[src/rtl/mips_defs_pkg.sv]
// mips_defs_pkg: opcode constants, MEM-stage FSM states, access sizes and byte-enable codes.
package mips_defs_pkg;
  localparam logic [5:0] OP_LB  = 6'h20;
  localparam logic [5:0] OP_LH  = 6'h21;
  localparam logic [5:0] OP_LW  = 6'h23;
  localparam logic [5:0] OP_LBU = 6'h24;
  localparam logic [5:0] OP_LHU = 6'h25;
  localparam logic [5:0] OP_SB  = 6'h28;
  localparam logic [5:0] OP_SH  = 6'h29;
  localparam logic [5:0] OP_SW  = 6'h2B;
  localparam logic [3:0] BE_BYTE0   = 4'b0001;
  localparam logic [3:0] BE_HALF_LO = 4'b0011;
  localparam logic [3:0] BE_HALF_HI = 4'b1100;
  localparam logic [3:0] BE_WORD    = 4'b1111;
  typedef enum logic {ST_IDLE, ST_WAIT} state_t;
  typedef enum logic [1:0] {SZ_BYTE, SZ_HALF, SZ_WORD} acc_size_t;
  function automatic acc_size_t op_size(input logic [5:0] op);
    return (op == OP_LB || op == OP_LBU || op == OP_SB) ? SZ_BYTE :
           (op == OP_LH || op == OP_LHU || op == OP_SH) ? SZ_HALF : SZ_WORD;
  endfunction
endpackage

[src/rtl/load_store_align.sv]
// load_store_align: store byte-enables and lane replication, load lane extraction with sign/zero extension.
module load_store_align
  import mips_defs_pkg::*;
(
  input  logic [5:0]  i_opcode,
  input  logic [1:0]  i_addr,
  input  logic [31:0] i_wdata,
  input  logic [31:0] i_rdata,
  output logic [3:0]  o_be,
  output logic [31:0] o_wdata,
  output logic [31:0] o_load
);
  acc_size_t   w_size;
  logic        w_sext;
  logic [7:0]  w_byte;
  logic [15:0] w_half;
  always_comb begin
    w_size  = op_size(i_opcode);
    w_sext  = i_opcode != OP_LBU && i_opcode != OP_LHU;
    w_byte  = i_rdata[{i_addr, 3'b000} +: 8];
    w_half  = i_addr[1] ? i_rdata[31:16] : i_rdata[15:0];
    o_be    = w_size == SZ_BYTE ? BE_BYTE0 << i_addr :
              w_size == SZ_HALF ? (i_addr[1] ? BE_HALF_HI : BE_HALF_LO) : BE_WORD;
    o_wdata = w_size == SZ_BYTE ? {4{i_wdata[7:0]}} :
              w_size == SZ_HALF ? {2{i_wdata[15:0]}} : i_wdata;
    o_load  = w_size == SZ_BYTE ? {{24{w_sext & w_byte[7]}}, w_byte} :
              w_size == SZ_HALF ? {{16{w_sext & w_half[15]}}, w_half} : i_rdata;
  end
endmodule

[src/rtl/mem_stage.sv]
// mem_stage: MIPS memory-access stage with req/ack data port, alignment, branch resolve and MEM/WB register.
// Define MEM_TIMEOUT_EN to abort accesses unacknowledged for TIMEOUT cycles and pulse bus_err_out.
module mem_stage
  import mips_defs_pkg::*;
#(
  parameter int B = 32,
  parameter int W = 5
`ifdef MEM_TIMEOUT_EN
  , parameter int TIMEOUT = 16
`endif
) (
  input  logic         clk,
  input  logic         reset,
  input  logic [B-1:0] add_result_in,
  input  logic [B-1:0] pc_jump_in,
  input  logic [B-1:0] alu_result_in,
  input  logic [B-1:0] r_data2_in,
  input  logic [W-1:0] mux_RegDst_in,
  input  logic         zero_in,
  input  logic         wb_RegWrite_in,
  input  logic         wb_MemtoReg_in,
  input  logic         m_Jump_in,
  input  logic         m_Branch_in,
  input  logic         m_BranchNot_in,
  input  logic         m_MemRead_in,
  input  logic         m_MemWrite_in,
  input  logic [5:0]   opcode_in,
  output logic         dmem_req,
  output logic         dmem_we,
  output logic [B-1:0] dmem_addr,
  output logic [B-1:0] dmem_wdata,
  output logic [3:0]   dmem_be,
  input  logic         dmem_ack,
  input  logic [B-1:0] dmem_rdata,
  output logic         mem_stall,
  output logic         pc_src,
  output logic [B-1:0] pc_target,
  output logic [B-1:0] read_data_out,
  output logic [B-1:0] alu_result_out,
  output logic [W-1:0] mux_RegDst_out,
  output logic         wb_RegWrite_out,
  output logic         wb_MemtoReg_out,
  output logic         misalign_out
`ifdef MEM_TIMEOUT_EN
  , output logic       bus_err_out
`endif
);
  state_t      r_state, w_next;
  acc_size_t   w_size;
  logic        w_misalign, w_access, w_done, w_fail, w_bubble;
  logic [3:0]  w_be;
  logic [31:0] w_wdata, w_load;
  load_store_align u_align (
    .i_opcode(opcode_in),
    .i_addr  (alu_result_in[1:0]),
    .i_wdata (r_data2_in),
    .i_rdata (dmem_rdata),
    .o_be    (w_be),
    .o_wdata (w_wdata),
    .o_load  (w_load)
  );
  // WAIT keeps the access alive on its own so only reset or ack/timeout can end it
  always_comb begin
    w_size     = op_size(opcode_in);
    w_misalign = (m_MemRead_in | m_MemWrite_in) &
                 ((w_size == SZ_HALF & alu_result_in[0]) | (w_size == SZ_WORD & |alu_result_in[1:0]));
    w_access   = reset & (r_state == ST_WAIT | ((m_MemRead_in | m_MemWrite_in) & ~w_misalign));
    w_done     = w_access & dmem_ack;
    mem_stall  = w_access & ~dmem_ack & ~w_fail;
    w_bubble   = mem_stall | w_fail;
    w_next     = mem_stall ? ST_WAIT : ST_IDLE;
    dmem_req   = w_access;
    dmem_we    = w_access & m_MemWrite_in;
    dmem_addr  = {alu_result_in[B-1:2], 2'b00};
    dmem_wdata = w_wdata;
    dmem_be    = w_access ? w_be : 4'b0000;
    pc_src     = m_Jump_in | (m_Branch_in & zero_in) | (m_BranchNot_in & ~zero_in);
    pc_target  = m_Jump_in ? pc_jump_in : add_result_in;
  end
  always_ff @(posedge clk) begin
    if (!reset) begin
      r_state         <= ST_IDLE;
      read_data_out   <= '0;
      alu_result_out  <= '0;
      mux_RegDst_out  <= '0;
      wb_RegWrite_out <= 1'b0;
      wb_MemtoReg_out <= 1'b0;
      misalign_out    <= 1'b0;
    end else begin
      r_state         <= w_next;
      read_data_out   <= (~w_bubble & m_MemRead_in & w_done) ? w_load : '0;
      alu_result_out  <= w_bubble ? '0 : alu_result_in;
      mux_RegDst_out  <= w_bubble ? '0 : mux_RegDst_in;
      wb_RegWrite_out <= ~w_bubble & wb_RegWrite_in & ~w_misalign;
      wb_MemtoReg_out <= ~w_bubble & wb_MemtoReg_in & ~w_misalign;
      misalign_out    <= ~w_bubble & w_misalign;
    end
  end
`ifdef MEM_TIMEOUT_EN
  localparam int CW = $clog2(TIMEOUT);
  logic [CW-1:0] r_cnt;
  // counts req cycles; the issue cycle is 0, so the TIMEOUT-th req cycle aborts
  assign w_fail = r_state == ST_WAIT && !dmem_ack && r_cnt == CW'(TIMEOUT - 1);
  always_ff @(posedge clk) begin
    r_cnt       <= (!reset || w_next == ST_IDLE) ? '0 : r_cnt + 1'b1;
    bus_err_out <= reset & w_fail;
  end
`else
  assign w_fail = 1'b0;
`endif
endmodule
[config.mk]
export PLATFORM = sky130hd
export DESIGN_NAME = mem_stage
export DESIGN_NICKNAME = d
export VERILOG_FILES = /design/src/rtl/mips_defs_pkg.sv /design/src/rtl/load_store_align.sv /design/src/rtl/mem_stage.sv
export SDC_FILE = /design/constraint.sdc
export NUM_CORES = 1
export LEC_CHECK = 0
export ABC_AREA = 1
export CAP_MARGIN = 20
export CORE_AREA = 2 2 139 141
export DETAILED_ROUTE_END_ITERATION = 7
export DIE_AREA = 0 0 141 143
export PLACE_DENSITY = 0.65
export SLEW_MARGIN = 5
export SYNTH_ARGS = -nofsm -noshare
export SYNTH_HDL_FRONTEND = slang
export SYNTH_SLANG_ARGS = --single-unit
[constraint.sdc]
create_clock -name clk -period 1.95 [get_ports clk]
set_clock_uncertainty 0.05 [all_clocks]
set_input_delay 0.39 -clock clk [delete_from_list [all_inputs] [get_ports clk]]
set_output_delay 0.39 -clock clk [all_outputs]
set_load 0.1 [all_outputs]
* After elaboration in Yosys (flattened, before gate mapping)
Index checks and enable logic that the tools add are counted.
** Word-level totals
- Register bits after elaboration :: 73
- Output and inout bits :: 176
- Input bits :: 182
** Cells by class
- Muxes and demuxes :: 13
- Reduce and logical (&&, ||, !) cells :: 9
- Bitwise logic cells :: 29
- Equal/unequal tests :: 10
- Shift operators :: 2
** Operator list (number)
- 32-bit 2-to-1 mux :: 5
- 6-bit == test (second input constant) :: 6
- 32-bit by 6-bit indexed part select with 8-bit output :: 1
- 1-bit AND :: 19
- 16-bit 2-to-1 mux :: 1
- 4-bit 2-to-1 mux :: 4
- 6-bit != test (second input constant) :: 2
- 1-bit inverter :: 5
- 1-bit OR :: 5
- 1-bit logical OR :: 4
- 2-bit 2-to-1 mux :: 2
- 2-bit OR reduction :: 2
- 1-bit by 2-bit left shift with 4-bit output (first input constant) :: 1
- 2-bit by 1-bit == test with 1-bit output (second input constant) :: 1
- 2-bit == test (second input constant) :: 1
- 2-bit logical NOT :: 1
- 2-bit AND reduction :: 1
- 1-bit logical AND :: 1
- 1-bit 2-to-1 mux :: 1

* Longest topological paths before layout
Gate-level depths: netlist of the first run.
- Word-level depth :: 18
- Gate-level depth with buffers :: 11
- Mapped depth without buffers :: 10

* Hierarchy
Synthesis of the first run repeated with hierarchy kept, for this count alone.
** Second synthesis, totals
- Cells, all modules :: 699
- Area total of the unflattened synthesis :: 4229.1 um^2
** Modules (own cells, without submodules)
- mem_stage :: instances 1, cells each 396, area an instance 2839.0 um^2
- load_store_align :: instances 1, cells each 303, area an instance 1390.1 um^2

* Least setup slack after synthesis of the first run
No wires, ideal clock.
- Path kind :: input to output
- Start :: input port opcode_in[2]
- End :: output port dmem_wdata[10]
- Arrival time :: 3.129 ns
- Data required time :: 1.510 ns
- Stages :: 7
- Path buffers :: 1
- Slack :: -1.619 ns
- Cell sequence :: nand2_1 inv_2 nor2_2 nand3_1 inv_2 clkbuf_1 o21ai_0
** On the way
- Cells in the longest elaborated chain, start to end :: 7
** Ends and longest elaborated chain
- from (decl) :: RTL line mem_stage.sv:27 : input logic [5:0] opcode_in,
- 6-bit == test :: RTL line mips_defs_pkg.sv:19 : (op == OP_LH || op == OP_LHU || op == OP_SH) ? SZ_HALF : SZ_WORD;
- 1-bit logical OR (2 in series) :: RTL line mips_defs_pkg.sv:19
- 2-bit 2-to-1 mux :: RTL line mips_defs_pkg.sv:19
- 2-bit 2-to-1 mux (*) :: RTL line mips_defs_pkg.sv:18 : return (op == OP_LB || op == OP_LBU || op == OP_SB) ? SZ_BYTE :
- 2-bit logical NOT (*) :: RTL line load_store_align.sv:24 : o_wdata = w_size == SZ_BYTE ? {4{i_wdata[7:0]}} :
- 32-bit 2-to-1 mux (*) :: RTL line load_store_align.sv:24
- to (decl) :: RTL line mem_stage.sv:31 : output logic [B-1:0] dmem_wdata,
Every way passes the cells marked *; elsewhere a longest branch is shown, timed or not.

* Worst setup path after layout of the first run
- Start :: input port opcode_in[4]
- End :: output port dmem_wdata[27]
** On the way
- Cells in the longest elaborated chain, start to end :: 8
** Ends and longest elaborated chain
- 6-bit == test :: RTL line mips_defs_pkg.sv:19
- 1-bit logical OR (2 in series) :: RTL line mips_defs_pkg.sv:19
- 2-bit 2-to-1 mux :: RTL line mips_defs_pkg.sv:19
- 2-bit 2-to-1 mux (*) :: RTL line mips_defs_pkg.sv:18
- 2-bit by 1-bit == test with 1-bit output :: RTL line load_store_align.sv:25 : w_size == SZ_HALF ? {2{i_wdata[15:0]}} : i_wdata;
- 32-bit 2-to-1 mux :: RTL line load_store_align.sv:25
- 32-bit 2-to-1 mux (*) :: RTL line load_store_align.sv:24
Marked as above.

==> flow_metrics.env, run 1 <==
export IMPL_dp_cells=1227
export IMPL_final_hold_viol_count=0
export IMPL_synth_ff_latch_count=73
export IMPL_path_buf_inv=5
export IMPL_crit_chain="buf_8 > inv_4 > nand2_4 > nor2_4 > buf_6 > nand2_4 > buf_8 > o211ai_1 > buf_12"
export IMPL_max_stage_delay_ns=0.29
export IMPL_vias=5223
export IMPL_start_util_pct=22.16
export IMPL_io_pins=358
export IMPL_clk_latency_ns=0.32
export IMPL_status="finished, violations left"
export IMPL_peakVddDrop_mv=0.2744
export IMPL_path_max_fanout=8
export IMPL_slew_viol_final=0
export IMPL_numPortBuffers=355
export IMPL_synth_edf_count=0
export IMPL_hold_start="alu_result_in[0]"
export IMPL_yosysWarningCount=0
export IMPL_synth_adder_area_share_pct=0
export IMPL_synthCells=652
export IMPL_cts_buffer_depth=2
export IMPL_layout_drive_gt1_share_pct=38.39
export IMPL_avgSynthCellArea_um2=6.315
export IMPL_path_delay_family="buffers and inverters"
export IMPL_timing_rr_start="r_state$_SDFF_PN0_"
export IMPL_cts_htree_levels=3
export IMPL_synthTopCellsByArea="dfxtp_1 35%, nand2_1 19%, inv_1 9.5%"
export IMPL_grt_max_degree=38
export IMPL_max_cap_violations=0
export IMPL_synth_simple_gate_area_share_pct=35.00
export IMPL_ctsHoldBuffers=0
export IMPL_drc=0
export IMPL_core_area_um2=18580
export IMPL_synth_yosys_seq_area_share_pct=35.49
export IMPL_r2r_end="alu_result_out[15]$_SDFF_PP0_"
export IMPL_cts_sinks=73
export IMPL_synthToLayoutAreaGrowth_pct=140.2
export IMPL_clkSlewWorstSetupHoldPaths_ns=0.06
export IMPL_cts_buffers=9
export IMPL_drt_iter0_markers=132
export IMPL_startpoint="opcode_in[4]"
export IMPL_root_buffer="clkbuf_16"
export IMPL_dp_hpwl_mm=16.31
export IMPL_endpoint="dmem_wdata[27]"
export IMPL_setup_viol=11
export IMPL_cp_num_cells=9
export IMPL_start_kind="primary input"
export IMPL_drt_wirelength_per_cell_um=15.50
export IMPL_crit_arrival_ns=1.56
export IMPL_finalNonFillerCells=1257
export IMPL_finalWorstSetupSlack_ns=-0.05332
export IMPL_grt_first_pass_wirelength_mm=28.57
export IMPL_synth_common_cells="211 x nand2_1, 104 x inv_1, 74 x nor2_1, 73 x dfxtp_1, 40 x buf_4"
export IMPL_r2r_cells=7
export IMPL_finalNetCount=1198
export IMPL_fin_crit_sh_pct=102.7
export IMPL_p_per_area_nw_per_um2=643.9
export IMPL_synth_compound_area_share_pct=8.447
export IMPL_required_ns=1.51
export IMPL_synthMuxAreaShare_pct=0.2431
export IMPL_die_x_um=141
export IMPL_firstDrtPassIters=4
export IMPL_rows=50
export IMPL_ys_flop_type="dfxtp_1"
export IMPL_synth_most_common_cell="nand2_1"
export IMPL_yosys_area_top_type_share_pct=35.49
export IMPL_synthArstFlopShare_pct=0
export IMPL_antenna_found_initial=2
export IMPL_synth_top_family_by_area="simple AND/OR/NAND/NOR gates"
export IMPL_power_leakage_nw=4.777
export IMPL_fp_dieH_um=143
export IMPL_overflow=0
export IMPL_synth_xor_area_share_pct=0
export IMPL_drt_total_wl_mm=19.48
export IMPL_die_area_um2=20160
export IMPL_min_period_ns=2.003
export IMPL_synth_top_area_cell="dfxtp_1"
export IMPL_violations="negative setup slack"
export IMPL_criticalPathCategory="primary input to primary output"
export IMPL_routabilityCongestion=0.8118
export IMPL_grt_usage_pct=18.86
export IMPL_critPathSlowestCell="o211ai_1"
export IMPL_worst_hold_path_type="primary input to flop"
export IMPL_rrSetupSlack_ns=0.71
export IMPL_drtAntennaViolNets=0
export IMPL_synth_area_um2=4118
export IMPL_fmax_mhz=499.2
export IMPL_grt_pass1_vias=5178
export IMPL_holdWs_ns=0.4525
export IMPL_cp_end_kind="primary output"
export IMPL_rsz0062_at_grt="true"
export IMPL_via_per_inst=4.155
export IMPL_cts_tree="built"
export IMPL_synth_distinct_cells=30
## repair_timing
action,4_1_cts,5_1_grt
gates cloned,2,0
pin swaps,18,11
endpoints found under the setup margin,103,31
resized for setup,88,24
buffers inserted,8,4
## worst reg2reg max path, stage by stage (launching register included)
cell	delay, ns
dfxtp_1	0.31
inv_1	0.07
nand2_4	0.10
nand3_2	0.10
buf_4	0.15
nand2_2	0.08
buf_12	0.21
nor2_1	0.08
## per-stage QoR
stage / setup TNS, ns / util (%) / area, um^2 / total power [mW] / worst slack, ns
after detailed placement: -42.34 / 49.81 / 9255 / 4.842 / -0.5933
after CTS: -0.6729 / 52.86 / 9822 / 6.432 / -0.07679
after global placement: -40.73 / 49.81 / 9255 / 4.828 / -0.6022
after floorplan: -6.007 / - / 4492 / 3.567 / -0.6648
final: -0.3208 / 53.23 / 9891 / 6.369 / -0.05332
after global routing: -1.377 / 53.22 / 9888 / 6.625 / -0.1027
## placed cells by master, fill, tap and decap left out, types with 6 or more instances in the layout
master           netlist  layout
inv_1                104      98
dfxtp_1               73      73
o21ai_0               32      23
nand2_4                1      16
clkdlybuf4s50_1        0     169
buf_12                 1     116
nand2_2                6      54
clkbuf_16              0      10
clkinvlp_4             0       7
o211ai_1               7       7
o21ai_4                0       7
a22oi_1               12      12
nand3_1               20      17
buf_6                  2      10
inv_2                  7       6
nand2_1              211     144
nor2_2                21      18
nor2_4                 2       7
buf_4                 40     108
nor2_1                74      72
## layout make-up
cell class,instances,area (um^2)
Fill cell,1705,8690
Timing Repair Buffer,416,5104
Multi-Input combinational cell,404,2310
Sequential cell,73,1461
Inverter,112,445.4
Tap cell,234,292.8
Clock buffer,10,229.0
Clock inverter,6,43.79
Antenna cell,2,5.005
## worst min path at each step
stage,end,slack (ns),cells past startpoint
floorplan,alu_result_out[0]$_SDFF_PP0_,0.45,2
global placement,misalign_out$_SDFF_PN0_,0.51,3
detailed placement,misalign_out$_SDFF_PN0_,0.51,3
CTS,alu_result_out[0]$_SDFF_PP0_,0.44,4
global route,alu_result_out[0]$_SDFF_PP0_,0.45,4
finish,alu_result_out[0]$_SDFF_PP0_,0.45,4
## state kept, by name (all words and copies together) (netlist names)
| signal | cells |
|---|---|
| alu_result_out | 32 |
| read_data_out | 32 |
| mux_RegDst_out | 5 |
| misalign_out | 1 |
| r_state | 1 |
| wb_MemtoReg_out | 1 |
| wb_RegWrite_out | 1 |
## cell families (layout without fill, tap and decap cells)
group / after synthesis / after routing
other: 1 / 4
buffers and inverters: 176 / 544
and+or+nand+nor: 342 / 342
DFF: 73 / 73
AOI/OAI and AO/OA: 59 / 59
muxes: 1 / 1
## routing by layer
layer | up-vias | share of wire [%] | routed length [um] | track usage (%)
li1 | 2630 | - | - | -
met1 | 2299 | 33 | 6359 | 17.48
met2 | 273 | 55 | 10750 | 37.79
met3 | 21 | 9.6 | 1863 | 6.808
met4 | 0 | 2.6 | 515 | 6.474
met5 | - | 0 | 0 | 0
## power by group
part           internal (mW)  switching [mW]
clock network          0.863           0.648
logic                   1.18            2.11
registers               1.55          0.0169
Note: power is estimated with default switching activity, not from simulation.
==> inputs of run 2 (changes only) <==
CORE_AREA = 2 2 141 143   (was 2 2 139 141)
DIE_AREA = 0 0 143 145   (was 0 0 141 143)
PLACE_DENSITY = 0.63   (was 0.65)
clock period = 2.5 ns   (was 1.95 ns; I/O delays follow)
==> flow_metrics.env, run 2 (synthesized netlist as in run 1, its figures left out) <==
export IMPL_fp_dieH_um=145
export IMPL_p_sw_share_pct=41.90
export IMPL_layout_drive_gt1_share_pct=31.03
export IMPL_whs_path_depth=3
export IMPL_r2r_cells=8
export IMPL_die_x_um=143
export IMPL_grt_usage_pct=19.99
export IMPL_cts_buffers=9
export IMPL_path_buf_inv=6
export IMPL_min_to="misalign_out$_SDFF_PN0_"
export IMPL_numPortBuffers=355
export IMPL_antenna_found_initial=1
export IMPL_routabilityCongestion=0.8040
export IMPL_p_per_area_nw_per_um2=541.0
export IMPL_drc=0
export IMPL_rsz0062_at_grt="false"
export IMPL_power_internal_mw=2.962
export IMPL_criticalPathCategory="primary input to primary output"
export IMPL_r2r_end="alu_result_out[25]$_SDFF_PP0_"
export IMPL_start_kind="primary input"
export IMPL_finalWorstSetupSlack_ns=0.04527
export IMPL_final_hold_viol_count=0
export IMPL_drt_wirelength_per_cell_um=16.54
export IMPL_p_sw_mw=2.136
export IMPL_cts_tree="built"
export IMPL_grtUsageMet2_pct=41.56
export IMPL_start_util_pct=21.44
export IMPL_min_period_ns=2.455
export IMPL_max_stage_delay_ns=0.31
export IMPL_crit_arrival_ns=1.90
export IMPL_met3_usage_pct=7.459
export IMPL_fin_crit_sh_pct=98.19
export IMPL_vias=5235
export IMPL_clkSlewWorstSetupHoldPaths_ns=0.06
export IMPL_grt_busiest_layer="met2"
export IMPL_required_ns=1.95
export IMPL_grt_pass1_vias=5172
export IMPL_pwr_share_seq_pct=24.0
export IMPL_hold_start="r_state$_SDFF_PN0_"
export IMPL_grt_max_degree=33
export IMPL_finalNetCount=1189
export IMPL_fmax_mhz=407.4
export IMPL_core_area_um2=19210
export IMPL_ctsHoldBuffers=0
export IMPL_rows=51
export IMPL_via_per_inst=4.099
export IMPL_final_cell_mix="200 x nand2_1, 173 x clkdlybuf4s50_1, 114 x buf_4, 107 x buf_12, 103 x inv_1"
export IMPL_worst_hold_path_type="flop to flop"
export IMPL_peakVddDrop_mv=0.2770
export IMPL_met1_usage_pct=17.69
export IMPL_dp_hpwl_mm=18.07
export IMPL_pwr_share_clk_pct=27.0
export IMPL_cts_buffer_depth=2
export IMPL_cts_htree_levels=3
export IMPL_grt_first_pass_wirelength_mm=30.75
export IMPL_status="completed"
export IMPL_setup_viol=0
export IMPL_antenna_cells=0
export IMPL_synthToLayoutAreaGrowth_pct=128.8
export IMPL_cp_end_kind="primary output"
export IMPL_timing_rr_start="r_state$_SDFF_PN0_"
export IMPL_final_common_cell="nand2_1"
export IMPL_dp_slack_ns=-0.4013
export IMPL_rrSetupSlack_ns=1.21
export IMPL_slew_viol_final=0
export IMPL_path_delay_family="buffers and inverters"
export IMPL_overflow=0
export IMPL_cts_sinks=73
export IMPL_drt_iter0_markers=204
export IMPL_root_buffer="clkbuf_16"
export IMPL_clk_latency_ns=0.32
export IMPL_setup_tns_final_ns=0
export IMPL_critPathSlowestCell="dlygate4sd2_1"
export IMPL_power_leakage_nw=4.701
export IMPL_die_area_um2=20740
export IMPL_path_max_fanout=3
export IMPL_crit_chain="dlygate4sd2_1 > nand2_8 > inv_4 > nor2_4 > nand3_4 > clkinvlp_4 > buf_4 > buf_4 > o21ai_2 > buf_12"
export IMPL_drt_total_wl_mm=21.12
export IMPL_firstDrtPassIters=5
export IMPL_crit_top_cell="buf_4"
export IMPL_drtAntennaViolNets=0
export IMPL_io_pins=358
export IMPL_max_cap_violations=0
export IMPL_top_regs="alu_result_out x32, read_data_out x32, mux_RegDst_out x5"
export IMPL_combPwrFrac_pct=49.0
run 2: cell count changes in the layout (fill, tap and decap cells not counted), sizes merged:
cell / before / now
buf: 239 / 223
clkinvlp: 7 / 2
clkdlybuf4s50: 169 / 173
inv: 108 / 112
bufinv: 0 / 2
diode: 2 / 0
dlygate4sd2: 3 / 5
bufbuf: 1 / 0
dlymetal6s2s: 0 / 1
run 2: repair_timing:
item	CTS	global route
pin swaps	5	5
buffers inserted	5	3
resized for setup	36	10
cloned	1	0
endpoints found under the setup margin	31	13
run 2: worst max path at each step:
stage | start | end | slack, ns | depth (start not counted)
floorplan | opcode_in[4] | dmem_wdata[10] | -0.50 | 7
global placement | opcode_in[2] | dmem_wdata[25] | -0.32 | 9
detailed placement | opcode_in[2] | dmem_wdata[25] | -0.40 | 9
CTS | opcode_in[0] | dmem_wdata[25] | -0.003 | 7
global route | m_MemWrite_in | dmem_req | 0.001 | 8
finish | opcode_in[3] | dmem_wdata[13] | 0.05 | 10
run 2: power by group through the flow:
stage	clock network, mW	logic (mW)	registers, mW
after detailed placement	0	2.48	1.25
after floorplan	0	1.14	1.58
after CTS	1.42	2.51	1.22
after global placement	0	2.48	1.25
final	1.38	2.50	1.22
after global routing	1.48	2.59	1.23
run 2: per-layer routing:
metal,vias up,routed length [um]
li1,2621,-
met1,2306,6374
met2,293,12230
met3,13,2294
met4,2,207
met5,-,13
run 2: area by class of cell:
class	instances	area, um^2
multi-input cells	404	1993
inverters	112	431.7
repair inverters	1	7.507
clock inverters	6	90.09
fillers	1831	9784
well taps	265	331.6
flip-flops and latches	73	1461
clock buffers	10	229.0
repair buffers	406	4878
run 2: tightest hold or removal path, delay by kind of cell, from the launching register on:
kind | cells | cell delay (ns)
DFF | 1 | 0.30
buffers and inverters | 2 | 0.14
AOI/OAI and AO/OA | 1 | 0.14
run 2: stage by stage:
stage	total power [mW]	std cells	hold WS [ns]	util (%)	area (um^2)
floorplan	2.727	653	0.4824	-	4189
global placement	3.725	1252	0.5222	46.30	8892
detailed placement	3.734	1252	0.5283	46.30	8892
CTS	5.157	1274	0.5539	48.79	9370
global route	5.291	1277	0.5756	49.06	9423
finish	5.098	1277	0.5495	49.06	9423
==> inputs of run 3 (changes only) <==
SLEW_MARGIN = 15   (was 5)
==> results of run 3 <==
The final DEF is identical to that of run 2; final timing and power are the same.
